===== src/rtl/readout.sv =====
// Drains the acquisition sample RAM in ascending address order and streams each byte
// to the host transmitter over a valid/ready handshake, one RAM read per byte.
module readout #(
    parameter int unsigned RAM_SIZE   = 1024,
    parameter int unsigned ADDR_WIDTH = 10
) (
    input  logic                  clk,
    input  logic                  rst,
    input  logic                  grant_rd,
    output logic                  done_rd,
    output logic [ADDR_WIDTH-1:0] rd_addr,
    output logic                  rd_en,
    input  logic [7:0]            rd_data,
    output logic [7:0]            tx_data,
    output logic                  tx_valid,
    input  logic                  tx_ready
);

    localparam logic [ADDR_WIDTH-1:0] LAST_ADDR = ADDR_WIDTH'(RAM_SIZE - 1);

    typedef enum logic [2:0] {
        IDLE,
        ISSUE,
        LATCH,
        SEND,
        DONE,
        HOLD
    } state_t;

    state_t                state_q;
    logic [ADDR_WIDTH-1:0] addr_q;
    logic [7:0]            tx_data_q;
    logic                  tx_valid_q;
    logic                  done_q;

    // The read strobe is withheld in ISSUE when the grant has already been withdrawn.
    assign rd_en    = (state_q == ISSUE) && grant_rd;
    assign rd_addr  = addr_q;
    assign tx_data  = tx_data_q;
    assign tx_valid = tx_valid_q;
    assign done_rd  = done_q;

    always_ff @(posedge clk) begin
        if (rst) begin
            state_q    <= IDLE;
            addr_q     <= '0;
            tx_data_q  <= '0;
            tx_valid_q <= 1'b0;
            done_q     <= 1'b0;
        end else begin
            done_q <= 1'b0;
            unique case (state_q)
                IDLE: begin
                    addr_q <= '0;
                    if (grant_rd) state_q <= ISSUE;
                end
                ISSUE: begin
                    state_q <= grant_rd ? LATCH : IDLE;
                end
                LATCH: begin
                    if (grant_rd) begin
                        tx_data_q  <= rd_data;
                        tx_valid_q <= 1'b1;
                        state_q    <= SEND;
                    end else begin
                        state_q <= IDLE;
                    end
                end
                SEND: begin
                    // A pending byte always completes, even if the grant drops meanwhile.
                    if (tx_ready) begin
                        tx_valid_q <= 1'b0;
                        if (addr_q == LAST_ADDR) begin
                            state_q <= DONE;
                            done_q  <= 1'b1;
                        end else if (!grant_rd) begin
                            state_q <= IDLE;
                        end else begin
                            addr_q  <= addr_q + ADDR_WIDTH'(1);
                            state_q <= ISSUE;
                        end
                    end
                end
                DONE: begin
                    state_q <= HOLD;
                end
                HOLD: begin
                    if (!grant_rd) state_q <= IDLE;
                end
                default: begin
                    state_q <= IDLE;
                end
            endcase
        end
    end

endmodule

===== config.mk =====
export PLATFORM = sky130hd
export DESIGN_NAME = readout
export DESIGN_NICKNAME = d
export VERILOG_FILES = /design/src/rtl/readout.sv
export SDC_FILE = /design/constraint.sdc
export NUM_CORES = 1
export LEC_CHECK = 0
export ABC_AREA = 1
export BUFFER_PORTS_ARGS = -buffer_cell sky130_fd_sc_hd__buf_2
export CELL_PAD_IN_SITES_DETAIL_PLACEMENT = 1
export CELL_PAD_IN_SITES_GLOBAL_PLACEMENT = 2
export CORE_MARGIN = 2
export CORE_UTILIZATION = 27
export DETAILED_ROUTE_END_ITERATION = 8
export HOLD_SLACK_MARGIN = 0.08
export PLACE_DENSITY_LB_ADDON = 0.1
export SLEW_MARGIN = 20
export SYNTH_ARGS = -nofsm -noshare
export SYNTH_HDL_FRONTEND = slang
export SYNTH_SLANG_ARGS = --single-unit
export TNS_END_PERCENT = 1

===== constraint.sdc =====
create_clock -name clk -period 1.93 [get_ports clk]
set_clock_uncertainty 0.05 [all_clocks]
set_input_delay 0.386 -clock clk [delete_from_list [all_inputs] [get_ports clk]]
set_output_delay 0.386 -clock clk [all_outputs]
set_load 0.01 [all_outputs]

======== After elaboration in Yosys (flattened, before gate mapping) ========
Index checks and enable logic that the tools add are counted.
storage, ports and cells
  input port bits ......................... 12
  logic and storage cells ................. 45
  output and inout port bits .............. 21
  register bits after elaboration ......... 23
cells by class
  add/subtract/negate cells ............... 1
  reductions and logical operators ........ 9
  bitwise gates (word level) .............. 2
  multiplexer cells ....................... 16
  eq/ne operators ......................... 12
operators with widths
  cell                                                             count
  10-bit two-way mux                                               3
  10-bit one-hot mux with 2 select lines                           1
  3-bit one-hot mux with 6 select lines                            1
  3-bit two-way mux                                                4
  2-bit != test, second input constant                             6
  10-bit by 1-bit adder with 10-bit output, second input constant  1
  10-bit == test, second input constant                            1
  3-bit by 2-bit == test with 1-bit output, second input constant  2
  3-bit == test, second input constant                             2
  3-bit AND reduction                                              2
  1-bit two-way mux                                                4
  2-bit two-way mux                                                2
  4-bit AND reduction                                              1
  2-bit nonzero test                                               2
  3-bit by 1-bit == test with 1-bit output, second input constant  1
  3-bit zero test                                                  1
  3-bit OR reduction                                               1
  1-bit NOT                                                        2
  1-bit one-hot mux with 2 select lines                            1
  2-bit AND reduction                                              1
  1-bit logical AND                                                1

======== Longest topological paths before layout ========
  depth after elaboration ................. 5
  gate-level depth with buffers ........... 11
  mapped depth without buffers ............ 10

======== Worst setup path before layout ========
OpenSTA, ideal clock, no wires.
  path type ............................... register -> register
  from .................................... register addr_q[0] (netlist: rd_addr[0])
  to ...................................... register addr_q[9] (netlist: rd_addr[9])
  cell stages (with the launch flop) ...... 12
  clock period less this slack ............ 1.614 ns
  library setup time ...................... 0.114 ns
  path buffers ............................ 1
  arrival time ............................ 1.450 ns
  data required time ...................... 1.766 ns
  path slack .............................. 0.316 ns
  cells stage by stage .................... dfxtp_1 ha_1 nand2_2 nor2_4 nand3_4 nand2_4 nand2_4 buf_6 nand3_4 nand2_1 nand2_1 nor2_2
between the ends
  word-level cells in the longest chain between the ends .. 5
  elaborated cells between the ends (all ways) .. 8
  those cells by class .................... add/sub: 1; eq/ne: 2; mux: 4; reduce/logical: 1
RTL lines
  element                                   RTL line  source
  from (decl)                               31        logic [ADDR_WIDTH-1:0] addr_q;
  from (signal assigned)                    79        addr_q <= addr_q + ADDR_WIDTH'(1);
  10-bit by 1-bit adder with 10-bit output  79
  10-bit two-way mux                        76        end else if (!grant_rd) begin
  10-bit two-way mux                        73        if (addr_q == LAST_ADDR) begin
  10-bit two-way mux                        71        if (tx_ready) begin
  10-bit one-hot mux with 2 select lines    52        unique case (state_q)
Parallel ways exist; a longest one is shown, timed or not. The select of a mux whose other input is x is not followed.
A chain may end at the register's enable or synchronous reset.

======== Final worst setup path ========
  from .................................... register addr_q[1] (netlist: rd_addr[1])
  to ...................................... register addr_q[0] (netlist: rd_addr[0])
between the ends
  word-level cells in the longest chain between the ends .. 3
RTL lines
  element                               RTL line
  10-bit == test                        73
  2-bit != test (no source line)        -
  4-bit AND reduction (no source line)  -
No other way between the ends.

==> flow_metrics.py <==
metrics = {
    "outcome": {
        "run_status": "completed",
    },
    "placement": {
        "pre_cts_ws_ns": 0.240,
        "dp_hpwl_um": 2680,
        "place.gp.congestion": 0.778,
        "port_buffers": 32,
        "post_dp_cell_area_mm2": 0.00148,
        "place_inst": 265,
    },
    "synthesis": {
        "mapped_area_mm2": 0.00126,
        "synth.yosys.seq_area_share_pct": 36.5,
        "synth_cells": 182,
        "yosys_register_bits": 23,
        "ys_warn_count": 0,
        "netlist-cell-type-count": 30,
        "mappedNetlistNets": 195,
        "synth_area_per_cell_um2": 6.92,
        "synth.largest_area_cell": "sky130_fd_sc_hd__dfxtp_1",
        "synthTopCellsByArea": "sky130_fd_sc_hd__dfxtp_1 (37%), sky130_fd_sc_hd__nand2_1 (12%), sky130_fd_sc_hd__nor2_1 (10%)",
        "synth_largest_type_area_fraction_pct": 36.5,
    },
    "flow_run": {
        "max_cap_violations": 0,
    },
    "cts": {
        "cts-buffers-inserted": 3,
        "cts_hold_buffers": 0,
        "post-cts-setup-buffers": 0,
        "cts.sink_count": 23,
        "cts_tree": "done",
        "htree_levels": 1,
        "post_cts_resized": 0,
        "cts.reportedPaths.clkPinSlew_ns": 0.09,
        "clock_root_cell": "sky130_fd_sc_hd__clkbuf_8",
        "clock_latency_at_the_later_pin_of_the_worst_skew_pair_ns": 0.26,
        "maximum_number_of_buffers_from_clock_root_to_sink": 2,
    },
    "critical_path": {
        "cell_chain_critical_path": "ha_1, nand2_2, nor2_4, nand3_4, nand2_4, nand2_4, nand2_4, nand2_1, a21oi_1",
        "crit_arrival_ns": 1.82,
        "maximum_fanout_count_along_the_critical_path": 11,
        "timing.setup.critical_path_class": "flip-flop to flip-flop",
        "worst-endpoint-required_ns": 2.08,
        "endpoint_kind": "flip-flop",
        "rr_worst_depth": 9,
        "cpPeakStageDelay_ns": 0.40,
        "cp_slowest_cell": "sky130_fd_sc_hd__dfxtp_1",
        "timing.critical_path.from_type": "flip-flop",
        "timing.critical_path.mode_cell": "sky130_fd_sc_hd__nand2_4",
    },
    "timing": {
        "maxSlewViolCount": 0,
        "final_period_minus_worst_setup_slack_ns": 1.68,
        "max_slew.worst_pin.slew_ns": 0.632,
        "whs_ns": 0.314,
        "post-route-period-util_pct": 86.9,
        "setup_viol_count_final": 0,
        "maxSlewHeadroom_pct": 57.8,
        "hold_viol": 0,
        "final.setup.tns_ns": 0,
        "max_freq_mhz": 596,
        "post-route-worst-setup-slack_ns": 0.252,
        "grt_setup_unrepaired": "false",
    },
    "route": {
        "drtPass1Iterations": 4,
        "post_drt_wl_per_cell_um": 12.8,
        "dr_total_vias": 1275,
        "via_per_inst": 4.74,
        "post_route_drc": 0,
        "antenna_violating_nets_post_route": 0,
        "postRouteWirelength_um": 3440,
        "number_of_drc_markers_after_the_initial_detailed_route_iteration": 34,
    },
    "global_route": {
        "first_global_vias": 1348,
        "gr-total-overflow": 0,
        "grt_antenna_before_repair": 0,
        "grt_first_pass_wirelength_um": 6040,
        "globalRouteTotalUtil_pct": 14.3,
        "grt_max_degree": 15,
    },
    "layout": {
        "layout-drive-gt1-share_pct": 27.6,
        "n_fill_cell": 591,
        "area_delta_synth_final_pct": 21.2,
        "stdcell_area_mm2": 0.00153,
        "final_net_count": 231,
        "antenna_cells_inserted": 0,
        "finalNonFillerCells": 269,
    },
    "die": {
        "start_util_pct": 28.5,
        "area_of_the_core_mm2": 0.00441,
        "chipWidth_um": 72.3,
        "dieArea_mm2": 0.00523,
        "die_h_um": 72.3,
        "ios": 33,
        "std_cell_rows": 24,
    },
    "power": {
        "irDropWorstVdd_uv": 269,
        "power.static_leakage_uw": 0.000690,
        "power_density_mw_per_mm2": 607,
    },
    "hold_path": {
        "min_delay_path_depth": 3,
        "worst_hold_path_type": "input port to flip-flop",
    },
}
-- layout make-up --
type / count / area (um^2) / area share [%]
multi-input cells: 134 / 693 / 45.4
repair buffers: 35 / 183 / 12.0
flip-flops and latches: 23 / 460 / 30.2
well taps: 52 / 65.1 / 4.26
clock buffers: 3 / 41.3 / 2.70
inverters: 21 / 78.8 / 5.16
clock inverters: 1 / 5.00 / 0.328
-- Yosys cell counts --
| library cell | count |
|---|---|
| sky130_fd_sc_hd__nor2_2 | 1 |
| sky130_fd_sc_hd__nor4_1 | 1 |
| sky130_fd_sc_hd__ha_1 | 1 |
| sky130_fd_sc_hd__clkinv_1 | 1 |
| sky130_fd_sc_hd__nor2_4 | 2 |
| sky130_fd_sc_hd__nand2_1 | 41 |
| sky130_fd_sc_hd__nor3b_2 | 1 |
| sky130_fd_sc_hd__nand3_2 | 1 |
| sky130_fd_sc_hd__nand4_1 | 2 |
| sky130_fd_sc_hd__xor2_1 | 1 |
| sky130_fd_sc_hd__buf_6 | 1 |
| sky130_fd_sc_hd__nor2_1 | 34 |
| sky130_fd_sc_hd__nand2_2 | 3 |
| sky130_fd_sc_hd__nand3_4 | 2 |
| sky130_fd_sc_hd__dfxtp_1 | 23 |
| sky130_fd_sc_hd__o211ai_1 | 1 |
| sky130_fd_sc_hd__buf_4 | 1 |
| sky130_fd_sc_hd__inv_1 | 14 |
| sky130_fd_sc_hd__buf_2 | 1 |
| sky130_fd_sc_hd__o21ai_2 | 1 |
| sky130_fd_sc_hd__nand3b_1 | 1 |
| sky130_fd_sc_hd__nor2_8 | 1 |
| sky130_fd_sc_hd__a31oi_1 | 1 |
| sky130_fd_sc_hd__nand2_4 | 3 |
| sky130_fd_sc_hd__o21ai_0 | 9 |
| sky130_fd_sc_hd__a21oi_1 | 12 |
| sky130_fd_sc_hd__inv_2 | 6 |
| sky130_fd_sc_hd__nor3b_1 | 1 |
| sky130_fd_sc_hd__nand3_1 | 14 |
| sky130_fd_sc_hd__clkbuf_1 | 1 |
-- critical path, delay by kind of cell (launching register included) --
family	cells	cell delay, ns
fa+ha+maj	1	0.28
compound gates	1	0.14
simple gates	7	0.74
flops	1	0.40
-- final timing paths --
| check | startpoint | endpoint | slack (ns) |
|---|---|---|---|
| setup / recovery | rd_addr[1] | rd_addr[0] | 0.25 |
| hold / removal | rd_data[4] | tx_data[4] | 0.31 |
| setup reg to reg | rd_addr[1] | rd_addr[0] | 0.25 |
| hold reg to reg | tx_valid | tx_valid | 0.43 |
-- through the flow --
step / utilization, % / total power, uW
6_report: 34.6 / 926
5_1_grt: 34.6 / 980
4_1_cts: 34.6 / 942
3_5_place_dp: 33.5 / 633
3_3_place_gp: 33.5 / 626
2_1_floorplan: - / 592
-- placed cells by master (no fill, tap or decap), types with 2 or more instances in the layout --
master | synthesis | layout
sky130_fd_sc_hd__a21oi_1 | 12 | 12
sky130_fd_sc_hd__buf_2 | 1 | 32
sky130_fd_sc_hd__buf_4 | 1 | 3
sky130_fd_sc_hd__clkbuf_8 | 0 | 3
sky130_fd_sc_hd__dfxtp_1 | 23 | 23
sky130_fd_sc_hd__inv_1 | 14 | 14
sky130_fd_sc_hd__inv_2 | 6 | 6
sky130_fd_sc_hd__nand2_1 | 41 | 41
sky130_fd_sc_hd__nand2_2 | 3 | 3
sky130_fd_sc_hd__nand2_4 | 3 | 3
sky130_fd_sc_hd__nand3_1 | 14 | 14
sky130_fd_sc_hd__nand3_4 | 2 | 2
sky130_fd_sc_hd__nand4_1 | 2 | 2
sky130_fd_sc_hd__nor2_1 | 34 | 34
sky130_fd_sc_hd__nor2_4 | 2 | 2
sky130_fd_sc_hd__o21ai_0 | 9 | 9
-- logic make-up after synthesis --
kind of cell | count (synthesis) | share of synthesized area (%)
xor gates and xnor gates | 1 | 0.695
adders and majority gates | 1 | 0.993
and+or+nand+nor | 108 | 43.2
AOI/OAI and AO/OA | 24 | 10.1
buffers and inverters | 25 | 8.44
DFF | 23 | 36.5
-- metal layers --
| layer | routed length, um | track usage, % | up-vias |
|---|---|---|---|
| li1 | - | - | 645 |
| met1 | 1480 | 17.1 | 603 |
| met2 | 1800 | 26.6 | 25 |
| met3 | 136 | 2.36 | 2 |
| met4 | 19 | 3.14 | 0 |
| met5 | 0 | 0 | - |
-- registers in the layout (all words and copies together) (netlist names) --
signal and count:
tx_data 8, state_q 3, rd_addr 10, done_rd 1, tx_valid 1
-- power by group --
group	leakage, uW	total, uW	internal (uW)	switching, uW
combinational	0.000479	127	40.6	85.9
clock	0.0000255	308	144	164
sequential	0.000186	492	485	6.68
Power figures use the tool's default switching activity.
